**config.mk**
```make
export PLATFORM = sky130hd
export DESIGN_NAME = ex_mem_skid_stage_flat
export DESIGN_NICKNAME = d
export VERILOG_FILES = /design/src/rtl/ex_mem_skid_stage_pkg.sv /design/src/rtl/ex_mem_skid_stage_if.sv /design/src/rtl/ex_mem_skid_stage.sv /design/src/flat_wrapper.sv
export SDC_FILE = /design/constraint.sdc
export NUM_CORES = 1
export LEC_CHECK = 0
export BUFFER_PORTS_ARGS = -buffer_cell sky130_fd_sc_hd__buf_4
export CORE_ASPECT_RATIO = 0.6
export CORE_MARGIN = 5
export CORE_UTILIZATION = 58
export CTS_CLUSTER_SIZE = 14
export DETAILED_ROUTE_END_ITERATION = 10
export PLACE_DENSITY = 0.94
export SYNTH_ARGS = -nofsm -noshare
export SYNTH_HDL_FRONTEND = slang
export SYNTH_SLANG_ARGS = --single-unit
```
**constraint.sdc**
```tcl
create_clock -name clk_i -period 13.6 [get_ports clk_i]
set_input_delay 0.68 -clock clk_i [delete_from_list [all_inputs] [get_ports clk_i]]
set_output_delay 0.68 -clock clk_i [all_outputs]
set_load 0.01 [all_outputs]
```
**src/rtl/ex_mem_skid_stage_pkg.sv**
```systemverilog
// Shared EX/MEM definitions: control-bit layout and the skid stage state set.
package ex_mem_pkg;

    localparam int CTRL_W   = 4;
    localparam int REGWRITE = 0;
    localparam int MEMTOREG = 1;
    localparam int MEMREAD  = 2;
    localparam int MEMWRITE = 3;

    typedef enum logic [1:0] {
        ST_EMPTY = 2'd0,
        ST_ONE   = 2'd1,
        ST_FULL  = 2'd2
    } state_e;

    function automatic logic [1:0] occupancy_of(state_e s);
        case (s)
            ST_ONE:  return 2'd1;
            ST_FULL: return 2'd2;
            default: return 2'd0;
        endcase
    endfunction

endpackage

```
**src/rtl/ex_mem_skid_stage_if.sv**
```systemverilog
// EX->MEM handshake bundle; master drives the instruction side, slave is the stage.
interface ex_mem_skid_stage_if
    import ex_mem_pkg::*;
#(
    parameter int DATA_W = 32,
    parameter int ADDR_W = 5,
    parameter int CNT_W  = 16
);
    logic              flush_i;
    logic              in_valid_i;
    logic              in_ready_o;
    logic [CTRL_W-1:0] ctrl_i;
    logic [DATA_W-1:0] alu_result_i;
    logic [DATA_W-1:0] rs2data_i;
    logic [ADDR_W-1:0] rdaddr_i;
    logic              out_valid_o;
    logic              out_ready_i;
    logic [CTRL_W-1:0] ctrl_o;
    logic [DATA_W-1:0] alu_result_o;
    logic [DATA_W-1:0] rs2data_o;
    logic [ADDR_W-1:0] rdaddr_o;
    logic [1:0]        occupancy_o;
    logic [CNT_W-1:0]  stall_cnt_o;

    modport master (
        output flush_i, in_valid_i, ctrl_i, alu_result_i, rs2data_i, rdaddr_i, out_ready_i,
        input  in_ready_o, out_valid_o, ctrl_o, alu_result_o, rs2data_o, rdaddr_o,
               occupancy_o, stall_cnt_o
    );

    modport slave (
        input  flush_i, in_valid_i, ctrl_i, alu_result_i, rs2data_i, rdaddr_i, out_ready_i,
        output in_ready_o, out_valid_o, ctrl_o, alu_result_o, rs2data_o, rdaddr_o,
               occupancy_o, stall_cnt_o
    );
endinterface

```
**src/rtl/ex_mem_skid_stage.sv**
```systemverilog
// Two-entry EX/MEM pipeline register with skid buffer; in_ready_o is decoded
// purely from the state register so it never sees out_ready_i combinationally.
module ex_mem_skid_stage
    import ex_mem_pkg::*;
#(
    parameter int DATA_W = 32,
    parameter int ADDR_W = 5,
    parameter int CNT_W  = 16
) (
    input  logic                clk_i,
    input  logic                rst_i,
    ex_mem_skid_stage_if.slave  bus
);

    state_e            state_q;
    logic [CTRL_W-1:0] head_ctrl_q, skid_ctrl_q;
    logic [DATA_W-1:0] head_alu_q,  skid_alu_q;
    logic [DATA_W-1:0] head_rs2_q,  skid_rs2_q;
    logic [ADDR_W-1:0] head_rd_q,   skid_rd_q;
    logic [CNT_W-1:0]  stall_cnt_q;

    logic out_valid, in_ready, accept, drain, stall;

    assign out_valid = (state_q != ST_EMPTY);
    assign in_ready  = (state_q != ST_FULL);
    assign accept    = bus.in_valid_i & in_ready;
    assign drain     = out_valid & bus.out_ready_i;
    assign stall     = out_valid & ~bus.out_ready_i;

    always_ff @(posedge clk_i or posedge rst_i) begin
        if (rst_i) begin
            state_q     <= ST_EMPTY;
            head_ctrl_q <= '0;
            head_alu_q  <= '0;
            head_rs2_q  <= '0;
            head_rd_q   <= '0;
            skid_ctrl_q <= '0;
            skid_alu_q  <= '0;
            skid_rs2_q  <= '0;
            skid_rd_q   <= '0;
            stall_cnt_q <= '0;
        end else begin
            // Back-pressure accounting is independent of flush.
            if (stall && (stall_cnt_q != {CNT_W{1'b1}}))
                stall_cnt_q <= stall_cnt_q + 1'b1;

            if (bus.flush_i) begin
                state_q     <= ST_EMPTY;
                head_ctrl_q <= '0;
                skid_ctrl_q <= '0;
            end else begin
                case (state_q)
                    ST_EMPTY: begin
                        if (accept) begin
                            head_ctrl_q <= bus.ctrl_i;
                            head_alu_q  <= bus.alu_result_i;
                            head_rs2_q  <= bus.rs2data_i;
                            head_rd_q   <= bus.rdaddr_i;
                            state_q     <= ST_ONE;
                        end
                    end
                    ST_ONE: begin
                        if (accept && drain) begin
                            head_ctrl_q <= bus.ctrl_i;
                            head_alu_q  <= bus.alu_result_i;
                            head_rs2_q  <= bus.rs2data_i;
                            head_rd_q   <= bus.rdaddr_i;
                        end else if (accept) begin
                            skid_ctrl_q <= bus.ctrl_i;
                            skid_alu_q  <= bus.alu_result_i;
                            skid_rs2_q  <= bus.rs2data_i;
                            skid_rd_q   <= bus.rdaddr_i;
                            state_q     <= ST_FULL;
                        end else if (drain) begin
                            state_q     <= ST_EMPTY;
                        end
                    end
                    ST_FULL: begin
                        if (drain) begin
                            head_ctrl_q <= skid_ctrl_q;
                            head_alu_q  <= skid_alu_q;
                            head_rs2_q  <= skid_rs2_q;
                            head_rd_q   <= skid_rd_q;
                            state_q     <= ST_ONE;
                        end
                    end
                    default: state_q <= ST_EMPTY;
                endcase
            end
        end
    end

    assign bus.out_valid_o  = out_valid;
    assign bus.in_ready_o   = in_ready;
    assign bus.occupancy_o  = occupancy_of(state_q);
    assign bus.ctrl_o       = out_valid ? head_ctrl_q : '0;
    assign bus.alu_result_o = head_alu_q;
    assign bus.rs2data_o    = head_rs2_q;
    assign bus.rdaddr_o     = head_rd_q;
    assign bus.stall_cnt_o  = stall_cnt_q;

endmodule

```
**src/flat_wrapper.sv**
```systemverilog
// flat-port wrapper written by rule: the top's interface ports become plain ports
module ex_mem_skid_stage_flat import ex_mem_pkg::*;
#(
    parameter int DATA_W = 32,
    parameter int ADDR_W = 5,
    parameter int CNT_W  = 16
)
  (clk_i, rst_i, bus_flush_i, bus_in_valid_i, bus_ctrl_i, bus_alu_result_i, bus_rs2data_i, bus_rdaddr_i, bus_out_ready_i, bus_in_ready_o, bus_out_valid_o, bus_ctrl_o, bus_alu_result_o, bus_rs2data_o, bus_rdaddr_o, bus_occupancy_o, bus_stall_cnt_o);
  ex_mem_skid_stage_if #(.DATA_W(DATA_W), .ADDR_W(ADDR_W), .CNT_W(CNT_W)) bus_i ();
  input  logic clk_i;
  input  logic rst_i;
  input wire logic [$bits(bus_i.flush_i)-1:0] bus_flush_i;
  input wire logic [$bits(bus_i.in_valid_i)-1:0] bus_in_valid_i;
  input wire logic [$bits(bus_i.ctrl_i)-1:0] bus_ctrl_i;
  input wire logic [$bits(bus_i.alu_result_i)-1:0] bus_alu_result_i;
  input wire logic [$bits(bus_i.rs2data_i)-1:0] bus_rs2data_i;
  input wire logic [$bits(bus_i.rdaddr_i)-1:0] bus_rdaddr_i;
  input wire logic [$bits(bus_i.out_ready_i)-1:0] bus_out_ready_i;
  output wire logic [$bits(bus_i.in_ready_o)-1:0] bus_in_ready_o;
  output wire logic [$bits(bus_i.out_valid_o)-1:0] bus_out_valid_o;
  output wire logic [$bits(bus_i.ctrl_o)-1:0] bus_ctrl_o;
  output wire logic [$bits(bus_i.alu_result_o)-1:0] bus_alu_result_o;
  output wire logic [$bits(bus_i.rs2data_o)-1:0] bus_rs2data_o;
  output wire logic [$bits(bus_i.rdaddr_o)-1:0] bus_rdaddr_o;
  output wire logic [$bits(bus_i.occupancy_o)-1:0] bus_occupancy_o;
  output wire logic [$bits(bus_i.stall_cnt_o)-1:0] bus_stall_cnt_o;
  assign bus_i.flush_i = bus_flush_i;
  assign bus_i.in_valid_i = bus_in_valid_i;
  assign bus_i.ctrl_i = bus_ctrl_i;
  assign bus_i.alu_result_i = bus_alu_result_i;
  assign bus_i.rs2data_i = bus_rs2data_i;
  assign bus_i.rdaddr_i = bus_rdaddr_i;
  assign bus_i.out_ready_i = bus_out_ready_i;
  assign bus_in_ready_o = bus_i.in_ready_o;
  assign bus_out_valid_o = bus_i.out_valid_o;
  assign bus_ctrl_o = bus_i.ctrl_o;
  assign bus_alu_result_o = bus_i.alu_result_o;
  assign bus_rs2data_o = bus_i.rs2data_o;
  assign bus_rdaddr_o = bus_i.rdaddr_o;
  assign bus_occupancy_o = bus_i.occupancy_o;
  assign bus_stall_cnt_o = bus_i.stall_cnt_o;
  ex_mem_skid_stage #(.DATA_W(DATA_W), .ADDR_W(ADDR_W), .CNT_W(CNT_W)) u_core (.clk_i(clk_i), .rst_i(rst_i), .bus(bus_i));
endmodule
```
== Yosys cells after proc, flatten, opt, wreduce, memory -nomap -nowiden ==
Index checks and enable logic that the tools add are counted.
W data, S select, Z words.

* Flip-flop bits (word level): 164
* Latch bits: 0
* Memory bits (writable): 0
* Bits in read-only memories: 0
* Input port bits: 78
* Logic and storage cells: 72
* Memories: 0

* Add/sub/neg operators: 1
* Multipliers: 0
* Divide/modulo/power cells: 0
* Order comparisons: 0
* Equality and inequality tests: 13
* Shifts and indexed selects: 0
* Multiplexer cells: 29
* Bitwise gates (word level): 6
* Reduce and logical (&&, ||, !) cells: 13

{| class="wikitable"
|+ Operators with widths
! operator !! number
|-
| $mux W32 || 6
|-
| $pmux W32 S3 || 2
|-
| $mux W4 || 8
|-
| $add A16 B1 Y16 const B || 1
|-
| $ne A16 B16 Y1 const B || 1
|-
| $mux W5 || 3
|-
| $pmux W5 S3 || 1
|-
| $mux W2 || 6
|-
| $pmux W4 S3 || 1
|-
| $reduce_and A4 Y1 || 3
|-
| $ne A3 B2 Y1 const B || 3
|-
| $ne A2 B1 Y1 const B || 3
|-
| $pmux W2 S3 || 1
|-
| $reduce_bool A2 Y1 || 3
|-
| $reduce_and A5 Y1 || 1
|-
| $ne A2 B2 Y1 const B || 2
|-
| $ne A4 B2 Y1 const B || 1
|-
| $pmux W2 S2 || 1
|-
| $reduce_bool A4 Y1 || 1
|-
| $and A1 B1 Y1 || 3
|-
| $ne A3 B3 Y1 const B || 1
|-
| $not A1 Y1 || 3
|-
| $reduce_and A3 Y1 || 1
|-
| $reduce_bool A3 Y1 || 1
|-
| other kinds (4) || 5
|}

== Longest topological paths before layout ==
Gate-level depths: netlist of the first run.

* Word-level depth: 7
* Gate-level depth with buffers: 10

== Least setup slack after synthesis of the first run ==
No wires, ideal clock.

* Kind: reg-to-reg
* From: register u_core.state_q[0]
* To: register u_core.skid_alu_q[0]
* Arrival time: 2.192 ns
* Setup slack: 11.281 ns
* Cell stages (with the launch flop): 11
* Buffers on the path: 4
* Period minus slack after synthesis: 2.319 ns
* Cells stage by stage: dfrtp_1 inv_1 ha_1 clkbuf_1 nand2b_4 a311oi_4 and2_1 buf_2 buf_6 buf_8 mux2_1

* Cells in the longest elaborated chain, start to end: 5
* Elaborated cells on any way between the ends: 8
* Classes of those cells: eq/ne (2); bitwise (3); reduce/logical (3)

{| class="wikitable"
|+ Ends and longest elaborated chain
! what !! line !! source
|-
| start: declaration || ex_mem_skid_stage.sv:15 || <nowiki>state_e state_q;</nowiki>
|-
| start signal: assignment || ex_mem_skid_stage.sv:32 || <nowiki>state_q <= ST_EMPTY;</nowiki>
|-
| start signal: assignment || ex_mem_skid_stage.sv:48 || <nowiki>state_q <= ST_EMPTY;</nowiki>
|-
| start signal: assignment || ex_mem_skid_stage.sv:59 || <nowiki>state_q <= ST_ONE;</nowiki>
|-
| $ne A2 B2 Y1 / $reduce_bool A2 Y1 (equally long branches) || ex_mem_skid_stage.sv:25, ex_mem_skid_stage.sv:24 ||
|-
| $and A1 B1 Y1 (on tied branches) || ex_mem_skid_stage.sv:26, ex_mem_skid_stage.sv:27 ||
|-
| $logic_and A1 B1 Y1 || ex_mem_skid_stage.sv:63 || <nowiki>if (accept && drain) begin</nowiki>
|-
| $not A1 Y1 (no source line) || n/a ||
|-
| $reduce_and A4 Y1 (no source line) (*) || n/a ||
|-
| end signal: assignment || ex_mem_skid_stage.sv:70 || <nowiki>skid_alu_q <= bus.alu_result_i;</nowiki>
|-
| end: declaration || ex_mem_skid_stage.sv:17 || <nowiki>logic [DATA_W-1:0] head_alu_q, skid_alu_q;</nowiki>
|}

Mark *: on every way between the ends. The rest lies on a longest branch, timed or not.
A chain may end at the register's enable or synchronous reset.

== Final worst setup path of the first run ==
* From: register u_core.state_q[0]
* To: register u_core.head_alu_q[3], in the netlist u_core.bus.alu_result_o[3]

* Cells in the longest elaborated chain, start to end: 5
* Elaborated cells on any way between the ends: 14
* Classes of those cells: eq/ne (6); mux (1); bitwise (2); reduce/logical (5)

{| class="wikitable"
|+ Ends and longest elaborated chain
! what !! line !! source
|-
| $ne A2 B2 Y1 / $reduce_bool A2 Y1 (equally long branches) || ex_mem_skid_stage.sv:25, ex_mem_skid_stage.sv:24 ||
|-
| $and A1 B1 Y1 (on tied branches) || ex_mem_skid_stage.sv:26, ex_mem_skid_stage.sv:27 ||
|-
| $logic_and A1 B1 Y1 || ex_mem_skid_stage.sv:63 ||
|-
| $ne A2 B1 Y1 (no source line) || n/a ||
|-
| $reduce_and A5 Y1 (no source line) || n/a ||
|-
| end signal: assignment || ex_mem_skid_stage.sv:56 || <nowiki>head_alu_q <= bus.alu_result_i;</nowiki>
|-
| end signal: assignment || ex_mem_skid_stage.sv:65 || <nowiki>head_alu_q <= bus.alu_result_i;</nowiki>
|-
| end signal: assignment || ex_mem_skid_stage.sv:81 || <nowiki>head_alu_q <= skid_alu_q;</nowiki>
|-
| end: declaration || ex_mem_skid_stage.sv:17 ||
|}

Parallel ways exist; a longest one is shown, timed or not.

==> results.txt, run 1 <==
outcome - finished clean
core area - 0.0127 mm2
DP Area - 0.00876 mm2
starting density of the core - 58.5%
Tcrit/Tclk final - 26.5%
most frequent cells in the layout - buf_4 (176), dfrtp_1 (164), mux2i_1 (77)
post-synthesis compound-gate area fraction - 12.5%
area delta synth->final - 26.8%
Crit. End Element - flip-flop
GPL Wtd Cong - 0.827
buffers added on ports - 170
sequential share of power - 41.7%
worst r2r src - u_core.state_q[0]
DRT iter0 DRCs - 352
Post-Syn Area - 0.00742 mm2
Internal - 1.38 mW
Reg2Reg Depth - 9
cells after synthesis - 608
Pre-antenna DRT Iters - 5
Pwr Density - 215 mW/mm2
Crit Path Max Fanout - 70
Worst setup startpoint - u_core.state_q[0]
Switching Fraction - 31.9%
Final min period - 3.61 ns
clock share of power - 26.6%
DIE WIDTH - 156 um
most common cell after layout, fill and taps aside - buf_4
leading area contributor after synthesis - dfrtp_1
Max clock buf depth - 2
detailed-route via count - 5530
Hold Vio Cnt, Final - 0
Final WS setup - 9.99 ns
DPL Wire Length - 12000 um
share of cells above drive strength 1 - 36.8%
pre-CTS WS - 10.06 ns
Worst Setup Start Kind - flip-flop
Clock Sink Count - 164
Switch Pwr - 0.646 mW
largest family of logic cells by synthesized area - multiplexers
dominant cells by area after synthesis - dfrtp_1 (55%), mux2i_1 (10%), mux2_2 (9.3%)
CTS root buf - clkbuf_16
DR WL met2 - 8930 um
RSZ-0062 raised after global routing - no
full die area - 0.0152 mm2
clock-pin slew on the worst setup and hold paths - 0.07 ns
later-pin clock latency in the skew report - 0.41 ns
Post-Syn Nets - 692
DRT met1 WL - 7380 um
Critical Path RT - 13.91 ns
cts hold-fix bufs - 0
Yosys reg bits - 164
f_max - 277 MHz
worst slew pin tran - 1.08 ns
clk_skew - 0.00991 ns
# setup viols final - 0
yosys warns - 0
fraction of registers with async set or reset after synthesis - 100%
fin nets - 837
first-pass GRT wire length - 29300 um
Syn Area/Cell - 12.2 um2
vias in the first global route - 5830
final antenna-violating net count - 0
Distinct cells, synth - 48
Num CTS Buffers - 17
Hold WC Path Type - input port to async pin
top layer in use - met4
drc violations - 0
Lkg Pwr - 4.03 nW
xor and xnor area share after synthesis - 1.53%
Post-Synth Adder-Cell Area - 1.01%
CTS tree - yes
Final Instance Area - 0.00942 mm2
# IOs - 171
post-CTS sizing - 0
Post-Route WL - 17900 um
Final Core Density - 74.2%
Vias per Instance - 5.92
EDFF count, synth - 0
number of diodes - 0
Die Y - 97.6 um
kind of critical path - flip-flop to flip-flop
Tot Pwr - 2.02 mW
mux cell area share after synthesis - 21.1%
DR WL/cell - 19.1 um
setup bufs post-CTS - 0
CP arrival - 3.92 ns
global route total overflow - 0
Synth top area share - 55.3%
H-tree lvl count - 4
largest net degree at the start of global routing - 88
initial antenna violation count - 0
Seq/Total Area, Yosys - 55.3%
VDD IR max - 115 uV
row count - 32
Final Max Tran Viols - 0
TNS Setup - 0 ns
Max-slew headroom - 28.3%
Logic pwr share - 31.7%
GRT Overall Usage - 23.8%
Max-Cap Viols - 0
top_reg_cell synth - dfrtp_1
simple-gate share of the synthesized area - 4.77%
met3 wire len - 1290 um
[kinds of logic after synthesis]
family | after synthesis
buf+inv | 60
simple gates | 62
fa+ha+maj | 6
compound gates | 155
flops | 164
mux | 148
xor+xnor | 13
[state kept, by name (all words and copies together) (netlist names)]
| signal | cells |
|---|---|
| u_core.bus.alu_result_o | 32 |
| u_core.bus.rs2data_o | 32 |
| u_core.skid_alu_q | 32 |
| u_core.skid_rs2_q | 32 |
| u_core.bus.stall_cnt_o | 16 |
| u_core.bus.rdaddr_o | 5 |
| u_core.skid_rd_q | 5 |
| u_core.head_ctrl_q | 4 |
| u_core.skid_ctrl_q | 4 |
| u_core.state_q | 2 |
[synth_stat cells (all sizes together) (4+ instances only)]
| cell | instances |
|---|---|
| mux2i | 77 |
| mux2 | 71 |
| a31oi | 70 |
| nand2 | 9 |
| o211ai | 4 |
| xnor2 | 6 |
| or2 | 6 |
| clkbuf | 30 |
| nor4 | 5 |
| nor2 | 9 |
| dfrtp | 164 |
| nor2b | 5 |
| ha | 6 |
| inv | 9 |
| a21oi | 70 |
| buf | 20 |
| nand4 | 4 |
| nand3 | 7 |
| xor2 | 7 |
| nor3 | 4 |
[metrics by stage]
step,instances,hold slack (ns)
finish,934,0.390
global route,934,0.452
CTS,934,0.413
detailed placement,904,0.475
global placement,904,0.468
floorplan,608,0.458
[area by class of cell]
class                   instances  area, um2
clock buffers                  18        429
clock inverters                12        228
fillers                       838       3270
inverters                      10       42.5
multi-input cells             384       3080
flip-flops and latches        164       4100
well taps                     170        213
repair buffers                176       1320
[routing by layer]
layer / global-route usage, % / up-vias
li1: - / 2544
met1: 31.6 / 2736
met2: 39.3 / 225
met3: 5.56 / 25
met4: 6.99 / 0
met5: 0 / -
[final timing paths]
check / end / slack [ns]
min in group clk_i: u_core.skid_alu_q[2] / 0.49
worst max-delay path: u_core.bus.alu_result_o[3] / 9.99
worst min register to register: u_core.skid_alu_q[2] / 0.49
worst min-delay path: u_core.skid_rs2_q[29] / 0.39
max in group asynchronous: u_core.bus.alu_result_o[29] / 11.67
worst max register to register: u_core.bus.alu_result_o[3] / 9.99
[worst max-delay path: stages, from the launching register on]
cell and delay (ns):
dfrtp_1 0.39, inv_1 0.12, ha_4 0.35, buf_4 0.44, nand2b_4 0.28, a221oi_4 0.23
buf_4 0.59, buf_4 0.65, a21oi_1 0.16, a31oi_1 0.23
[power by group through the flow]
stage               logic, mW  registers, mW  clock network, mW
floorplan               0.332          0.858                  0
global placement        0.612          0.829                  0
detailed placement      0.646          0.843                  0
CTS                     0.648          0.841              0.546
global route            0.702          0.867              0.568
finish                  0.640          0.843              0.539
Note: power is estimated with default switching activity, not from simulation.
==> run 2, diff against run 1 <==
Settings changed: ABC_AREA from default to 1, CORE_UTILIZATION 58 to 49, PLACE_DENSITY 0.94 to 0.85.
Clock period 13.6 ns to 3.3 ns, I/O delays scaled along.
==> results.txt, run 2 <==
RR Endpoint - u_core.skid_rs2_q[22]
TNS Setup - 0 ns (unchanged)
initial antenna violation count - 0 (unchanged)
CP top delay family - buffers and inverters
clk_skew - 0.0167 ns (+0.00677 ns)
Final Max Tran Viols - 0 (unchanged)
drc violations - 0 (unchanged)
outcome - finished clean
# IOs - 171 (unchanged)
Hold Vio Cnt, Final - 0 (unchanged)
GRT Overall Usage - 19.6% (-4.2 points)
full die area - 0.0188 mm2 (+23%)
DP Area - 0.00916 mm2 (+4.6%)
EDFF count, synth - 0 (unchanged)
f_max - 365 MHz (+32%)
Synth top cells by count - nand2_1 (306), dfrtp_1 (164), inv_1 (92)
vias in the first global route - 6018 (+3.2%)
worst hold stages - 3
Seq/Total Area, Yosys - 52.2% (-3.1 points)
hold_sp - bus_rs2data_i[13]
GPL Wtd Cong - 0.936 (+13%)
Synth top area share - 52.2% (-3.1 points)
Worst setup startpoint - u_core.state_q[0]
Hold WC Path Type - input port to flip-flop
CP endpoint - u_core.skid_rs2_q[22]
number of diodes - 0 (unchanged)
Internal - 5.46 mW (+300%)
starting density of the core - 50.6% (-7.9 points)
Crit. End Element - flip-flop
Final WS setup - 0.560 ns (-9.43 ns)
Logic pwr share - 35.8% (+4.1 points)
clock-pin slew on the worst setup and hold paths - 0.07 ns (about the same)
fin nets - 1164 (+39%)
Post-Route WL - 18300 um (+2.5%)
pre-CTS WS - 0.624 ns (-9.44 ns)
area delta synth->final - 26.5%
hold_ws - 0.0116 ns (-0.378 ns)
largest net degree at the start of global routing - 108 (+23%)
Switching Fraction - 36.2% (+4.3 points)
RSZ-0062 raised after global routing - no
final antenna-violating net count - 0 (unchanged)
worst slew pin tran - 1.03 ns (-0.0474 ns)
Tcrit/Tclk final - 83.0% (+56 points)
Crit path largest cell delay - 0.67 ns (+0.02 ns)
post-CTS sizing - 0 (unchanged)
DRT iter0 DRCs - 541 (+54%)
Critical Path RT - 3.64 ns (-10.27 ns)
Syn Area/Cell - 8.61 um2 (-30%)
kind of critical path - flip-flop to flip-flop
H-tree lvl count - 4 (unchanged)
global route total overflow - 0 (unchanged)
Vias per Instance - 4.97 (-16%)
cells after synthesis - 913 (+50%)
Num CTS Buffers - 17 (unchanged)
CTS tree - yes
Post-Syn Nets - 997 (+44%)
Worst Setup Start Kind - flip-flop
most instantiated library cell after synthesis - nand2_1
CTS root buf - clkbuf_16
slowest CP cell - inv_4
CP most frequent cell - inv_4
VDD IR max - 440 uV (+280%)
CP arrival - 3.08 ns (-0.84 ns)
Yosys reg bits - 164 (unchanged)
most common cell after layout, fill and taps aside - nand2_1
DR WL/cell - 14.1 um (-26%)
first-pass GRT wire length - 30200 um (+3.1%)
detailed-route via count - 6440 (+16%)
Final Instance Area - 0.00994 mm2 (+5.6%)
DPL Wire Length - 12600 um (+5.6%)
Pwr Density - 861 mW/mm2 (+300%)
Max clock buf depth - 2 (unchanged)
row count - 35 (+9.4%)
dominant cells by area after synthesis - dfrtp_1 (52%), nand2_1 (15%), o21ai_2 (8.1%)
Lkg Pwr - 5.18 nW (+29%)
top_reg_cell synth - dfrtp_1
Max-Cap Viols - 0 (unchanged)
sequential share of power - 39.7% (-2.0 points)
crit-path cells - inv_1, ha_1, inv_4, nand2_4, nor2_2, nor3_2, inv_4, buf_4, nand2_1, o21ai_1
core area - 0.0155 mm2 (+22%)
fraction of registers with async set or reset after synthesis - 100% (unchanged)
Die Y - 108 um (+11%)
Buf+Inv Stages, Crit Path - 4 (unchanged)
# setup viols final - 0 (unchanged)
Pre-antenna DRT Iters - 5 (unchanged)
Clock Sink Count - 164 (unchanged)
clock share of power - 24.5% (-2.1 points)
buffers added on ports - 170 (unchanged)
Post-Syn Area - 0.00786 mm2 (+5.9%)
Max-slew headroom - 31.4% (+3.2 points)
most frequent cells in the layout - nand2_1 (306), buf_4 (175), dfrtp_1 (164)
Switch Pwr - 3.10 mW (+380%)
Distinct cells, synth - 31 (-35%)
worst r2r src - u_core.state_q[0]
Crit Path Max Fanout - 101 (+44%)
DIE WIDTH - 174 um (+11%)
share of cells above drive strength 1 - 27.3% (-9.5 points)
yosys warns - 0 (unchanged)
fillers - 1274 (+52%)
later-pin clock latency in the skew report - 0.42 ns (about the same)
Levels on crit path - 10 (+1)
worst reg2reg setup slack - 0.56 ns (-9.43 ns)
leading area contributor after synthesis - dfrtp_1
Tot Pwr - 8.57 mW (+320%)
Reg2Reg Depth - 10 (+1)
Final min period - 2.74 ns (-0.870 ns)
run 2: cell types whose count changed in the layout (fill, tap and decap cells not counted), sizes merged, moves of 16 or more:
cell / delta
dlygate4sd3: +16
inv: +91
nor2: +26
a21oi: -64
o21ai: +209
a31oi: -70
mux2: -71
mux2i: -71
nand2: +300
run 2: worst min-delay path by stage:
stage / endpoint
finish: u_core.skid_rs2_q[13]
global route: u_core.skid_rs2_q[5]
CTS: u_core.skid_rs2_q[24]
detailed placement: u_core.bus.alu_result_o[17]
global placement: u_core.bus.alu_result_o[16]
floorplan: u_core.skid_rs2_q[26]
run 2: logic make-up (layout without fill, tap and decap cells):
group / Yosys count / count (layout) / synth area share, %
AND/OR/NAND/NOR: 369 / 369 / 18.7
AO/OA/AOI/OAI: 217 / 217 / 17.4
flip-flops: 164 / 164 / 52.2
buffers and inverters: 144 / 324 / 9.25
XOR/XNOR: 7 / 7 / 0.780
adder cells (fa/ha/maj): 6 / 6 / 0.955
multiplexers: 6 / 6 / 0.764
run 2: metrics by stage:
step / cells / utilization (%)
global route: 1296 / 64.0
detailed placement: 1248 / 58.9
finish: 1296 / 64.0
global placement: 1248 / 58.9
floorplan: 913 / -
CTS: 1296 / 64.0
run 2: layer usage:
| metal | share of wire (%) | up-vias | global-route usage [%] |
|---|---|---|---|
| met5 | 0 | - | 0 |
| li1 | - | 3225 | - |
| met1 | 49 | 3001 | 29.5 |
| met2 | 44 | 196 | 28.6 |
| met4 | 0.81 | 0 | 4.89 |
| met3 | 6.5 | 18 | 4.75 |
run 2: worst register-to-register path, cell delays in order, from the launching register on:
cell	delay (ns)
dfrtp_1	0.40
inv_1	0.11
ha_1	0.34
inv_4	0.13
nand2_4	0.07
nor2_2	0.13
nor3_2	0.07
inv_4	0.67
buf_4	0.58
nand2_1	0.10
o21ai_1	0.08
run 2: repair_timing:
| action | CTS | global route |
|---|---|---|
| hold endpoints to repair | 134 | 0 |
| buffers inserted | 0 | 0 |
| endpoints found under the setup margin | 0 | 0 |
| hold buffers | 16 | 0 |
run 2: power by group through the flow:
| stage | logic (mW) | registers, mW | clock network (mW) |
|---|---|---|---|
| floorplan | 1.84 | 3.50 | 0 |
| global placement | 2.99 | 3.38 | 0 |
| detailed placement | 3.08 | 3.42 | 0 |
| CTS | 3.11 | 3.39 | 2.14 |
| global route | 3.42 | 3.51 | 2.23 |
| finish | 3.07 | 3.40 | 2.10 |
run 2: layout make-up:
cell class	count	area, um2	area share [%]
clock buffers	19	433	4.35
well taps	203	254	2.55
inverters	97	374	3.76
multi-input cells	605	3040	30.5
flip-flops and latches	164	4100	41.3
repair buffers	195	1550	15.6
clock inverters	13	188	1.89
